--- config.mk ---
export PLATFORM = sky130hd
export DESIGN_NAME = return_addr_stack
export DESIGN_NICKNAME = d
export VERILOG_FILES = /design/src/rtl/return_addr_stack.sv
export SDC_FILE = /design/constraint.sdc
export NUM_CORES = 1
export LEC_CHECK = 0
export CAP_MARGIN = 5
export CORE_MARGIN = 10
export CORE_UTILIZATION = 40
export DETAILED_ROUTE_END_ITERATION = 12
export HOLD_SLACK_MARGIN = 0.15
export SLEW_MARGIN = 30
export SYNTH_ARGS = -nofsm -noshare
export SYNTH_HDL_FRONTEND = slang
export SYNTH_SLANG_ARGS = --single-unit
export TNS_END_PERCENT = 10
--- constraint.sdc ---
create_clock -name clk -period 18.1 [get_ports clk]
set_input_delay 2.715 -clock clk [delete_from_list [all_inputs] [get_ports clk]]
set_output_delay 2.715 -clock clk [all_outputs]
set_load 0.01 [all_outputs]
--- src/rtl/return_addr_stack.sv ---
// Return address stack for the fetch stage.
// Calls (jal/jalr) push their link address. Returns pop a registered target
// prediction one cycle later. Per-fetch checkpoints of the top-of-stack state
// are exported, and a restore port rebuilds that state after a redirect.
module return_addr_stack #(
  parameter int LG_DEPTH = 3,
  parameter int ADDR_W   = 64
) (
  input  logic                clk,
  input  logic                reset,
  input  logic                fetch_valid,
  input  logic [2:0]          fetch_pd,
  input  logic [ADDR_W-1:0]   fetch_pc,
  output logic                ret_valid,
  output logic [ADDR_W-1:0]   ret_addr,
  output logic [LG_DEPTH-1:0] ckpt_ptr,
  output logic [LG_DEPTH:0]   ckpt_cnt,
  output logic [ADDR_W-1:0]   ckpt_top,
  input  logic                restore_valid,
  input  logic [LG_DEPTH-1:0] restore_ptr,
  input  logic [LG_DEPTH:0]   restore_cnt,
  input  logic [ADDR_W-1:0]   restore_top
);

  localparam int DEPTH = 1 << LG_DEPTH;
  localparam logic [LG_DEPTH:0] FULL_CNT = (LG_DEPTH + 1)'(DEPTH);

  // Predecode classes that touch the stack
  localparam logic [2:0] PD_RET  = 3'd2;
  localparam logic [2:0] PD_JAL  = 3'd5;
  localparam logic [2:0] PD_JALR = 3'd6;

  logic [LG_DEPTH-1:0] tos;
  logic [LG_DEPTH:0]   cnt;
  logic [ADDR_W-1:0]   mem [DEPTH];

  logic                is_push;
  logic                is_pop;
  logic [LG_DEPTH-1:0] tos_inc;
  logic [LG_DEPTH-1:0] tos_dec;
  logic [LG_DEPTH:0]   restore_cnt_clamped;

  // A restore takes the cycle, so any fetch op alongside it is dropped
  assign is_push = fetch_valid && !restore_valid &&
                   ((fetch_pd == PD_JAL) || (fetch_pd == PD_JALR));
  assign is_pop  = fetch_valid && !restore_valid && (fetch_pd == PD_RET);

  assign tos_inc = tos + LG_DEPTH'(1);
  assign tos_dec = tos - LG_DEPTH'(1);

  assign restore_cnt_clamped = (restore_cnt > FULL_CNT) ? FULL_CNT : restore_cnt;

  // Checkpoints show the state as it stands before this cycle's update
  assign ckpt_ptr = tos;
  assign ckpt_cnt = cnt;
  assign ckpt_top = mem[tos];

  // Pointer, occupancy and registered prediction
  always_ff @(posedge clk) begin
    if (reset) begin
      tos       <= '0;
      cnt       <= '0;
      ret_valid <= 1'b0;
      ret_addr  <= '0;
    end else if (restore_valid) begin
      tos       <= restore_ptr;
      cnt       <= restore_cnt_clamped;
      ret_valid <= 1'b0;
    end else if (is_push) begin
      tos       <= tos_inc;
      ret_valid <= 1'b0;
      if (cnt != FULL_CNT) begin
        cnt <= cnt + (LG_DEPTH + 1)'(1);
      end
    end else if (is_pop && (cnt != '0)) begin
      tos       <= tos_dec;
      cnt       <= cnt - (LG_DEPTH + 1)'(1);
      ret_valid <= 1'b1;
      ret_addr  <= mem[tos];
    end else begin
      ret_valid <= 1'b0;
    end
  end

  // Entry storage, deliberately not reset; a full push overwrites the oldest slot
  always_ff @(posedge clk) begin
    if (!reset) begin
      if (restore_valid) begin
        mem[restore_ptr] <= restore_top;
      end else if (is_push) begin
        mem[tos_inc] <= fetch_pc + ADDR_W'(4);
      end
    end
  end

endmodule

* After elaboration in Yosys (flattened, before gate mapping)
Memories as Yosys holds them, arrays and structs flattened. A register that Yosys moved wholly into a read port is not among the register bits.
Index checks and enable logic that the tools add are counted.
** Storage, ports and cells
- Register bits :: 72
- Memory bits (writable) :: 512
- Input port bits :: 142
- Output and inout port bits :: 136
- Memories :: 1
** Operators by class
- Add/subtract/negate cells :: 5
- Order comparisons :: 1
- Equal/unequal tests :: 5
- Multiplexer cells :: 21
- Bitwise gates (word level) :: 2
- Reduce and logical (&&, ||, !) cells :: 12
** Memory list
- mem :: words 8, bits a word 64, rd ports 1, clocked after memory_dff 1, wr ports 1, line 35 : logic [ADDR_W-1:0] mem [DEPTH];
** Operators by type and width (number)
- adder 64 x 3 -> 64 bit, second input constant :: 1
- two-way mux 64 bit :: 1
- OR reduction 64 bit :: 1
- two-way mux 4 bit :: 5
- two-way mux 3 bit :: 6
- two-way mux 1 bit :: 9
- equality test 3 bit, second input constant :: 2
- adder 4 x 1 -> 4 bit, second input constant :: 1
- greater-than comparator 4 bit, second input constant :: 1
- logical AND 1 bit :: 4
- != test 4 bit, second input constant :: 1
- nonzero test 4 bit :: 1
- subtractor 4 x 1 -> 4 bit, second input constant :: 1
- adder 3 x 1 -> 3 bit, second input constant :: 1
- equality test 3 x 2 -> 1 bit, second input constant :: 1
- != test 3 x 2 -> 1 bit, second input constant :: 1
- AND reduction 3 bit :: 1
- nonzero test 3 bit :: 1
- OR reduction 3 bit :: 1
- subtractor 3 x 1 -> 3 bit, second input constant :: 1
- NOT 1 bit :: 2
- AND reduction 2 bit :: 1
- logical NOT 1 bit :: 1
- logical OR 1 bit :: 1

* Depth between registers and ports, before layout
Gate-level depths: netlist (run 1).
- Word-level depth :: 9
- Depth in mapped cells :: 10
- Gate-level depth less buffers :: 9

* Worst setup path after synthesis (run 1)
OpenSTA, ideal clock, no wires.
- Kind :: in2reg
- From :: input port fetch_pd[0]
- To :: memory mem[0][0], enable pin
- Library setup time :: 0.565 ns
- Data arrival time :: 8.569 ns
- Slack :: 8.966 ns
- Cell stages on the path :: 7
- Path buffers :: 1
- Cell sequence :: xor2_1 > and3_1 > buf_2 > clkinv_1 > nor2_1 > mux2_2 > nor3_1
** On the way
- Word-level cells in the longest chain between the ends :: 9
- Elaborated cells between the ends (all ways) :: 11
- Those cells by class :: eq/ne: 2; mux: 6; reduce/logical: 3
** RTL lines
- start: declaration :: line 12 : input logic [2:0] fetch_pd,
- equality test 3 bit :: line 45 : ((fetch_pd == PD_JAL) || (fetch_pd == PD_JALR));
- logical OR 1 bit * :: line 45
- logical AND 1 bit * :: line 44 : assign is_push = fetch_valid && !restore_valid &&
- two-way mux 1 bit * :: line 90 : end else if (is_push) begin
- two-way mux 1 bit * :: line 88 : if (restore_valid) begin
- two-way mux 1 bit * :: line 87 : if (!reset) begin
- two-way mux 1 bit (implied by the code) * :: line 91 : mem[tos_inc] <= fetch_pc + ADDR_W'(4);
- OR reduction 64 bit (no source line)
- two-way mux 3 bit (no source line) / two-way mux 1 bit (equally long branches)
- end: declaration :: line 35
Every way passes the cells marked *; elsewhere a longest branch is shown, timed or not.

==> metrics.yaml, run 1 <==
synthesis.area_per_instance_um2: 16.5
setup_ws_ns: 11.16
worstSetupEndpointType: "primary output"
number_of_levels_in_the_clock_h_tree: 3
filler_instances: 5023
max_freq_mhz: 144
grt_overflow: 0
clk-insertion-delay-late_ns: 0.59
synth_sequential_area_ratio_pct: 69.7
cp_cell_sequence: "buf_4 > buf_4 > mux4_2 > mux2_2 > clkdlybuf4s50_1"
post-route-util_pct: 50.0
die-area_um2: 70700
crit_path_start_kind: "flop"
cts_buffer_depth: 3
hold_path.startpoint: "ret_addr[58]"
cts_buffers: 66
drt_wl_total_um: 62400
wl_per_cell_um: 24.1
first_global_vias: 14500
post_route_clock_period_utilization_pct: 38.4
start_util_pct: 40.2
ctsResizeCount: 0
tritoncts: "done"
setup-violations-final: 0
drt_first_pass_iters: 8
fin_worst_skew_ns: 0.0205
drv.max_cap_violation_count: 0
final_layout_size_suffix_gt1_share_pct: 19.3
cp_common_cell: "sky130_fd_sc_hd__buf_4"
critPathBufInv: 3
synth_top_flop_cell: "sky130_fd_sc_hd__edfxtp_1"
cts-root-buf: "sky130_fd_sc_hd__clkbuf_16"
totalNegativeSetupSlack_ns: 0
post_cts_hold_buffer_count: 0
synth_cells: 1468
place.gp.congestion: 0.776
placement.setup.worst_slack_ns: 11.57
vdd.ir_drop.worst_uv: 60.2
mappedNetlistNets: 1616
power_density_nw_per_um2: 104
worst_slew_pin_tran_ns: 0.983
worst-endpoint-arrival_ns: 4.23
synthDistinctLibCells: 58
pin_count: 278
grt_antenna_before_repair: 2
slew_violations: 0
synthDominantAreaCellType: "sky130_fd_sc_hd__edfxtp_1"
p_leak_nw: 9.66
post-route-drc-count: 0
criticalPathCategory: "flop to primary output"
path_max_fanout: 40
die_y_um: 266
synthesis.yosys.warnings: 0
clkTransAtPathRegs_ns: 0.05
grt_first_pass_wirelength_um: 93200
post-cts-setup-buffers: 0
status: "completed"
syn2layout_area_growth_pct: 24.2
hold_ws_ns: 0.493
min_path_type: "flop to flop"
unrepaired_setup_endpoints_after_global_routing: "no"
asyncSetResetFlopFracSynth_pct: 0
synth.ff_latch_count: 587
netlist_area_um2: 24200
synth-edff-count: 512
grt.total_usage_pct: 17.6
grt_start_max_net_pins: 73
antenna-diode-count: 0
floorplan.die.width_um: 266
critical-path-top-delay-family: "buffers and inverters"
dr.first_iter.drc_count: 1210
synthTopCellsByArea: "sky130_fd_sc_hd__edfxtp_1 (64%), sky130_fd_sc_hd__mux4_2 (12%), sky130_fd_sc_hd__dfxtp_1 (6.2%)"
routed-via-count: 14000
synthDominantCellAreaShare_pct: 63.5
timing.slew.headroom_pct: 33.8
required_ns: 15.39
avgViaCountPerCell: 5.39
critical_path.max_stage_delay_ns: 0.74
drtAntennaViolNets: 0
cts.sinks: 587
critical-path-slowest-cell: "sky130_fd_sc_hd__buf_4"
rows: 90
nets_finish: 1906
hold_viol: 0
core_area_um2: 60100
post-dp-hpwl_um: 39700
layout_min_cycle_time_ns: 6.94
place.port_buffers: 277
## where the power goes
part	internal [mW]	switching [mW]	leakage, nW	total (mW)
logic	0.131	0.139	3.36	0.270
clock network	0.806	0.522	1.06	1.33
registers	1.50	0.0136	5.24	1.51
## cell families after synthesis
logic type                 count (synthesis)  share of synthesized area [%]
DFF                                      587                           69.7
xor gates and xnor gates                  49                           1.77
adders and majority gates                  6                          0.341
buffers and inverters                    105                           1.86
muxes                                    198                           15.1
and+or+nand+nor                          425                           8.68
AOI/OAI and AO/OA                         98                           2.47
## worst paths after layout
path / to / slack (ns) / cells after the start
hold / removal: ret_addr[58] / 0.49 / 2
setup / recovery: ckpt_top[36] / 11.16 / 5
hold reg to reg: ret_addr[58] / 0.49 / 2
setup reg to reg: ret_addr[36] / 14.62 / 6
## worst register-to-register path: stages, from the launching register on
cell and delay, ns:
sky130_fd_sc_hd__dfxtp_4 0.67, sky130_fd_sc_hd__buf_4 0.71, sky130_fd_sc_hd__buf_4 0.77, sky130_fd_sc_hd__mux4_2 0.68, sky130_fd_sc_hd__mux2_2 0.33, sky130_fd_sc_hd__nor2_1 0.13
sky130_fd_sc_hd__nor3_1 0.06
## synth_stat cells (all sizes together), types with 14 or more instances
cell type / number
edfxtp: 512
nor2: 156
mux4: 128
nor3: 86
nand2: 79
dfxtp: 75
mux2: 66
o21ai: 53
clkbuf: 51
buf: 34
xnor2: 28
nand4: 26
nand3: 24
xor2: 21
inv: 19
a31oi: 16
nor4: 14
## sequential cells by signal, summed over array words and instances (netlist names), named ones only
register	cells
mem	512
ret_addr	64
ckpt_cnt	4
ckpt_ptr	3
ret_valid	1
## cell type report
| cell class | count | area, um^2 | share of cell area [%] |
|---|---|---|---|
| clock buffers | 85 | 1760 | 5.87 |
| clock inverters | 34 | 402 | 1.34 |
| inverters | 20 | 75.1 | 0.250 |
| multi-input cells | 776 | 6940 | 23.1 |
| flip-flops and latches | 587 | 16900 | 56.2 |
| well taps | 782 | 978 | 3.26 |
| repair buffers | 307 | 3000 | 9.98 |
## metal layers
| metal | vias up | global-route usage, % | part of all wire [%] |
|---|---|---|---|
| met5 | - | 0 | 0.042 |
| met4 | 4 | 4.54 | 1.6 |
| met3 | 66 | 4.83 | 7.6 |
| met2 | 418 | 28.5 | 48 |
| met1 | 7137 | 23.2 | 43 |
| li1 | 6340 | - | - |
## stage by stage
stage	instances	power, mW	cell area [um^2]
2_1_floorplan	1468	1.68	24200
3_3_place_gp	2472	1.81	27900
3_5_place_dp	2472	1.82	27900
4_1_cts	2591	3.15	30000
5_1_grt	2591	3.22	30000
6_report	2591	3.11	30000
## cell usage in the layout (no fill, tap or decap), types with 5 or more instances in the layout
cell type / instances
sky130_fd_sc_hd__nor2_1: 155
sky130_fd_sc_hd__xnor2_1: 28
sky130_fd_sc_hd__bufinv_16: 8
sky130_fd_sc_hd__a21oi_1: 6
sky130_fd_sc_hd__inv_1: 19
sky130_fd_sc_hd__mux2_2: 66
sky130_fd_sc_hd__clkdlybuf4s50_1: 276
sky130_fd_sc_hd__a31oi_1: 16
sky130_fd_sc_hd__o21ai_0: 33
sky130_fd_sc_hd__o21ai_1: 20
sky130_fd_sc_hd__nor3_1: 78
sky130_fd_sc_hd__clkinv_2: 7
sky130_fd_sc_hd__clkinv_1: 12
sky130_fd_sc_hd__nand3_1: 21
sky130_fd_sc_hd__buf_4: 30
sky130_fd_sc_hd__edfxtp_1: 512
sky130_fd_sc_hd__nand4_1: 22
sky130_fd_sc_hd__or3_1: 6
sky130_fd_sc_hd__nand2_1: 78
sky130_fd_sc_hd__nor3_2: 8
sky130_fd_sc_hd__ha_1: 5
sky130_fd_sc_hd__clkbuf_16: 67
sky130_fd_sc_hd__clkbuf_1: 16
sky130_fd_sc_hd__dfxtp_1: 72
sky130_fd_sc_hd__mux4_2: 128
sky130_fd_sc_hd__xor2_1: 21
sky130_fd_sc_hd__and3_1: 7
sky130_fd_sc_hd__nor4_1: 6
sky130_fd_sc_hd__a21o_1: 5
sky130_fd_sc_hd__or4_1: 7
sky130_fd_sc_hd__and4_1: 6
Power figures use the tool's default switching activity.
==> run 2, diff against run 1 <==
clock period = 6.7 ns   (was 18.1 ns; I/O delays follow)
==> run 2 against run 1 <==
  * Die area unchanged
  * Sequential share of layout area about the same
  * Wire length is 1.2% higher
  * Clock skew shrank 0.0086 ns
  * Via count is 1.0% higher
  * Clock power increased to 2.7 times the previous value
  * Flip-flop and latch count did not move
  * Utilization is essentially flat
  * Critical path depth decreased by 1
  * Power rose to 2.7 times the previous value
  * Register-to-register slack worse by 11 ns
  * Critical path type unchanged
  * Largest cell class unchanged
==> metrics.yaml, run 2 (synthesized netlist as in run 1, its figures left out) <==
status: "completed"  # unchanged
path_max_fanout: 69  # was 40
start_util_pct: 40.2  # unchanged
clkTransAtPathRegs_ns: 0.06  # was 0.05 ns
syn2layout_area_growth_pct: 24.1  # was 24.2%
final_common_cell: "sky130_fd_sc_hd__edfxtp_1"  # unchanged
hold_ws_ns: 0.490  # was 0.493 ns
dr.first_iter.drc_count: 1246  # was 1,210
nets_finish: 1900  # was 1,906
floorplan.die.width_um: 266  # unchanged
post-route-drc-count: 0  # unchanged
drt_first_pass_iters: 5  # was 8
worst-endpoint-arrival_ns: 3.50  # was 4.23 ns
core_area_um2: 60100  # unchanged
clk-insertion-delay-late_ns: 0.62  # was 0.59 ns
post_cts_hold_buffer_count: 0  # unchanged
grt.total_usage_pct: 17.7  # was 17.6%
largest_register_ff_count: 512  # unchanged
pin_count: 278  # unchanged
unrepaired_setup_endpoints_after_global_routing: "no"  # unchanged
placement.setup.worst_slack_ns: 2.03  # was 11.57 ns
final_area_um2: 30000  # about the same
timing.slew.headroom_pct: 35.1  # was 33.8%
post-cts-setup-buffers: 0  # unchanged
grt_start_max_net_pins: 72  # was 73
avgViaCountPerCell: 5.45  # was 5.39
drv.max_cap_violation_count: 0  # unchanged
grt_overflow: 0  # unchanged
power_density_nw_per_um2: 278  # was 104 nW/um^2
grt_first_pass_wirelength_um: 94100  # was 93,200 um
first_global_vias: 14600  # was 14,500
post-place-cells: 2469  # was 2,472
layout_min_cycle_time_ns: 4.51
most_frequent_cells_in_the_layout: "sky130_fd_sc_hd__edfxtp_1 (512), sky130_fd_sc_hd__clkdlybuf4s50_1 (276), sky130_fd_sc_hd__nor2_1 (155), sky130_fd_sc_hd__mux4_2 (128)"  # unchanged
worstSetupEndpointType: "primary output"  # unchanged
cts_buffers: 61  # was 66
critical-path-slowest-cell: "sky130_fd_sc_hd__dfxtp_4"  # was sky130_fd_sc_hd__buf_4
max_freq_mhz: 222
cts.sinks: 587  # unchanged
post_route_clock_period_utilization_pct: 67.3
critical_path.max_stage_delay_ns: 0.81  # was 0.74 ns
fin_worst_skew_ns: 0.0120  # was 0.0205 ns
cts-root-buf: "sky130_fd_sc_hd__clkbuf_16"  # unchanged
critPathBufInv: 2  # was 3
setup-violations-final: 0  # unchanged
wl_per_cell_um: 24.4  # was 24.1 um
grt_antenna_before_repair: 0  # was 2
critical-path-top-delay-family: "buffers and inverters"  # unchanged
dpl-instance-area_um2: 27900  # about the same
tritoncts: "done"  # unchanged
ctsResizeCount: 0  # unchanged
slew_violations: 0  # unchanged
crit_path_start_kind: "flop"  # unchanged
final_cell_count_no_fill: 2587  # was 2,591
regMostFlops: "mem"  # unchanged
place.gp.congestion: 0.778  # was 0.776
hold_viol: 0  # unchanged
cp_cell_sequence: "buf_12 > mux4_2 > mux2_2 > clkdlybuf4s50_1"  # was buf_4 > buf_4 > mux4_2 > mux2_2 > clkdlybuf4s50_1
post-dp-hpwl_um: 39700  # about the same
place.port_buffers: 277  # unchanged
min_path_type: "flop to flop"  # unchanged
criticalPathCategory: "flop to primary output"  # unchanged
p_leak_nw: 9.63  # was 9.66 nW
drt_wl_total_um: 63200  # was 62,400 um
routed-via-count: 14100  # was 14,000
worst_slew_pin_tran_ns: 0.967  # was 0.983 ns
required_ns: 5.69  # was 15.39 ns
die-area_um2: 70700  # unchanged
number_of_levels_in_the_clock_h_tree: 2  # was 3
cts_buffer_depth: 3  # unchanged
post-route-util_pct: 50.0  # about the same
vdd.ir_drop.worst_uv: 203  # was 60.2 uV
final_layout_size_suffix_gt1_share_pct: 19.1  # was 19.3%
setup_ws_ns: 2.19  # was 11.16 ns
die_y_um: 266  # unchanged
drtAntennaViolNets: 0  # unchanged
rows: 90  # unchanged
[run 2: cell count changes in the layout (fill, tap and decap cells not counted), sizes merged]
cell,previous run,this run
clkbuf,85,74
buf,31,30
clkinvlp,0,3
inv,23,21
bufinv,8,11
diode,0,1
clkinv,23,26
[run 2: through the flow]
stage | TNS, ns | power (mW)
CTS | 0 | 8.45
floorplan | -309.35 | 4.53
global placement | 0 | 4.90
finish | 0 | 8.36
detailed placement | 0 | 4.91
global route | 0 | 8.64
[run 2: final cells by class]
cell class                      count  area, um^2
Multi-Input combinational cell    776        6940
Tap cell                          782         978
Inverter                           20        75.1
Sequential cell                   587       16900
Clock buffer                       74        1620
Timing Repair Buffer              306        3060
Fill cell                        5002       30100
Clock inverter                     41         482
Antenna cell                        1        2.50
[run 2: metal layers]
| layer | vias up | part of all wire, % | GRT usage [%] |
|---|---|---|---|
| met2 | 421 | 48 | 28.7 |
| met4 | 0 | 1.7 | 4.08 |
| met1 | 7307 | 43 | 23.6 |
| met3 | 63 | 7.5 | 4.45 |
| li1 | 6317 | - | - |
| met5 | - | 0 | 0 |
[run 2: final timing paths]
| path | cells after the start | startpoint | endpoint | slack (ns) |
|---|---|---|---|---|
| worst min register to register | 2 | ret_addr[35] | ret_addr[35] | 0.49 |
| worst max register to register | 5 | ckpt_ptr[1] | mem[5][18] | 3.94 |
| worst min-delay path | 2 | ret_addr[35] | ret_addr[35] | 0.49 |
| worst max-delay path | 4 | flop | ckpt_top[53] | 2.19 |
[run 2: power by group]
part           total (mW)  internal, mW  leakage [nW]  switching (mW)
Combinational       0.725         0.357          3.38           0.368
Sequential           4.10          4.05          5.24          0.0466
Clock                3.53          2.13          1.01            1.40
Total                8.36          6.54          9.63            1.81
[run 2: worst register-to-register path, stage by stage (launching register included)]
cell and delay (ns):
sky130_fd_sc_hd__dfxtp_1 0.54, sky130_fd_sc_hd__inv_1 0.12, sky130_fd_sc_hd__ha_1 0.37, sky130_fd_sc_hd__mux2_2 0.34, sky130_fd_sc_hd__nor3_2 0.21, sky130_fd_sc_hd__buf_4 0.78
==> run 3, diff against run 2 <==
clock period = 3.6 ns   (was 6.7 ns; I/O delays follow)
==> run 3 against run 2 <==
  * Global-route usage grew 0.54 points
  * Combinational power increased by 96%
  * Utilization is 0.72 points higher
  * Critical path depth unchanged
  * Clock power up 73%
  * Count of clock-buffer cells in the layout grew 5
  * Clock skew grew 0.0066 ns
  * Non-clock buffer count up 37
==> metrics.yaml, run 3 (synthesized netlist as in run 1, its figures left out) <==
drt_first_pass_iters: 5  # unchanged
place.gp.congestion: 0.829  # was 0.778
status: "completed"  # unchanged
regMostFlops: "mem"  # unchanged
post_cts_hold_buffer_count: 0  # unchanged
setup-violations-final: 0  # unchanged
final_cell_count_no_fill: 2625  # was 2,587
grt_overflow: 0  # unchanged
crit_path_start_kind: "flop"  # unchanged
cts_buffers: 60  # was 61
pin_count: 278  # unchanged
required_ns: 3.06  # was 5.69 ns
post-dp-hpwl_um: 42400  # was 39,700 um
rows: 90  # unchanged
final_area_um2: 30500  # was 30,000 um^2
clkTransAtPathRegs_ns: 0.06  # about the same
cp_cell_sequence: "buf_4 > mux4_2 > mux2_2 > clkdlybuf4s50_1"  # was buf_12 > mux4_2 > mux2_2 > clkdlybuf4s50_1
hold_path_end: "ckpt_cnt[1]"  # was ret_addr[35]
power.switching_fraction_pct: 22.1  # was 21.7%
tritoncts: "done"  # unchanged
hold_path.startpoint: "reset"  # was ret_addr[35]
power_frac_comb_pct: 9.4  # was 8.7%
grt_antenna_before_repair: 13  # was 0
criticalPathCategory: "flop to primary output"  # unchanged
cts-root-buf: "sky130_fd_sc_hd__clkbuf_16"  # unchanged
avgViaCountPerCell: 5.40  # was 5.45
nets_finish: 1936  # was 1,900
syn2layout_area_growth_pct: 25.9  # was 24.1%
layout_min_cycle_time_ns: 3.40
vdd.ir_drop.worst_uv: 374  # was 203 uV
final_common_cell: "sky130_fd_sc_hd__edfxtp_1"  # unchanged
drtAntennaViolNets: 0  # unchanged
floorplan.die.width_um: 266  # unchanged
p_clk_share_pct: 40.4  # was 42.3%
slew_violations: 0  # unchanged
post-route-drc-count: 0  # unchanged
power_density_nw_per_um2: 496  # was 278 nW/um^2
drt_wl_total_um: 64600  # was 63,200 um
min_path_type: "primary input to flop"  # was flop to flop
die-area_um2: 70700  # unchanged
routed-via-count: 14200  # was 14,100
grt.total_usage_pct: 18.2  # was 17.7%
rr_endpoint: "mem[4][28]"  # was mem[5][18]
power.switching_mw: 3.34  # was 1.81 mW
critPathBufInv: 2  # unchanged
dpl-instance-area_um2: 28500  # was 27,900 um^2
sequentialPowerShare_pct: 50.2  # was 49.0%
filler_instances: 4979  # was 5,002
start_util_pct: 40.2  # unchanged
number_of_levels_in_the_clock_h_tree: 2  # unchanged
most_frequent_cells_in_the_layout: "sky130_fd_sc_hd__edfxtp_1 (512), sky130_fd_sc_hd__clkdlybuf4s50_1 (276), sky130_fd_sc_hd__nor2_1 (155), sky130_fd_sc_hd__mux4_2 (128)"  # unchanged
worst-r2r-setup-slack_ns: 1.14  # was 3.94 ns
dr.first_iter.drc_count: 1294  # was 1,246
first_global_vias: 14800  # was 14,600
unrepaired_setup_endpoints_after_global_routing: "no"  # unchanged
fin_worst_skew_ns: 0.0185  # was 0.0120 ns
critical-path-top-delay-family: "buffers and inverters"  # unchanged
min_path_cells: 3  # was 2
worstSetupEndpointType: "primary output"  # unchanged
core_area_um2: 60100  # unchanged
drv.max_cap_violation_count: 0  # unchanged
post_route_clock_period_utilization_pct: 94.4
p_int_mw: 11.8  # was 6.54 mW
critical-path-slowest-cell: "sky130_fd_sc_hd__dfxtp_4"  # unchanged
worst-endpoint-arrival_ns: 2.86  # was 3.50 ns
wl_per_cell_um: 24.6  # was 24.4 um
grt_start_max_net_pins: 72  # unchanged
final_layout_size_suffix_gt1_share_pct: 20.7  # was 19.1%
cts_buffer_depth: 3  # unchanged
clk-insertion-delay-late_ns: 0.63  # was 0.62 ns
largest_register_ff_count: 512  # unchanged
worstReg2RegStart: "ckpt_ptr[0]"  # was ckpt_ptr[1]
critical_path.max_stage_delay_ns: 0.61  # was 0.81 ns
path_max_fanout: 25  # was 69
place.port_buffers: 277  # unchanged
cts.sinks: 587  # unchanged
post-place-cells: 2508  # was 2,469
post-cts-setup-buffers: 0  # unchanged
p_leak_nw: 9.84  # was 9.63 nW
number_of_cells_on_the_worst_reg_to_reg_path: 5  # unchanged
max_freq_mhz: 294
die_y_um: 266  # unchanged
worst_slew_pin_tran_ns: 0.965  # was 0.967 ns
grt_first_pass_wirelength_um: 97000  # was 94,100 um
hold_viol: 0  # unchanged
ctsResizeCount: 0  # unchanged
timing.slew.headroom_pct: 35.0  # was 35.1%
==> run 3: cell count changes in the layout (fill, tap and decap cells not counted), moves of 6 or more <==
cell / previous run / this run
sky130_fd_sc_hd__bufinv_16: 11 / 5
sky130_fd_sc_hd__buf_4: 25 / 41
sky130_fd_sc_hd__buf_12: 4 / 25
sky130_fd_sc_hd__nor3_4: 0 / 8
sky130_fd_sc_hd__o21ai_0: 35 / 44
sky130_fd_sc_hd__o21ai_1: 18 / 9
sky130_fd_sc_hd__clkinv_2: 6 / 12
sky130_fd_sc_hd__nor3_2: 8 / 0
==> run 3: layout make-up <==
cell class,instances,area [um^2],area share (%)
Antenna cell,3,7.51,0.0246
Inverter,20,87.6,0.287
Clock buffer,79,1640,5.40
Sequential cell,587,16900,55.4
Multi-Input combinational cell,776,6990,23.0
Clock inverter,35,292,0.957
Timing Repair Buffer,343,3580,11.8
Tap cell,782,978,3.21
==> run 3: power groups by stage <==
stage	Clock, mW	Sequential (mW)	Combinational [mW]
floorplan	0	7.72	0.719
global placement	0	7.74	1.42
detailed placement	0	7.75	1.44
CTS	6.23	7.60	1.45
global route	6.52	7.61	1.53
finish	6.11	7.60	1.42
==> run 3: stage by stage <==
step	hold slack [ns]	power [mW]	setup TNS (ns)	util, %	worst slack (ns)
after floorplan	0.517	8.44	-12.90	-	-0.0576
after global placement	0.482	9.17	0	47.4	0.0469
after detailed placement	0.487	9.19	-1.01	47.4	-0.0623
after CTS	0.299	15.3	0	50.7	0.102
after global routing	0.350	15.7	0	50.7	0.101
final	0.332	15.1	0	50.7	0.200
==> run 3: tightest hold or removal path: stages <==
cell and delay, ns:
sky130_fd_sc_hd__buf_4 0.12, sky130_fd_sc_hd__inv_1 0.12, sky130_fd_sc_hd__o211a_1 0.13
==> run 3: layer usage <==
| layer | track usage [%] | vias up | routed length [um] | share of wire, % |
|---|---|---|---|---|
| li1 | - | 6399 | - | - |
| met1 | 24.2 | 7258 | 27400 | 42 |
| met2 | 30.1 | 405 | 31500 | 49 |
| met3 | 4.38 | 80 | 4810 | 7.4 |
| met4 | 4.03 | 20 | 833 | 1.3 |
| met5 | 0 | - | 126 | 0.20 |
==> run 3: worst max path at each step <==
stage / cells past startpoint / slack (ns) / startpoint / to
after floorplan: 7 / -0.06 / fetch_pd[0] / mem[0][0]
after global placement: 8 / 0.05 / fetch_pc[7] / mem[4][55]
after detailed placement: 8 / -0.06 / fetch_pc[6] / mem[6][55]
after CTS: 4 / 0.10 / flop / ckpt_top[53]
after global routing: 4 / 0.10 / flop / ckpt_top[53]
final: 4 / 0.20 / flop / ckpt_top[59]
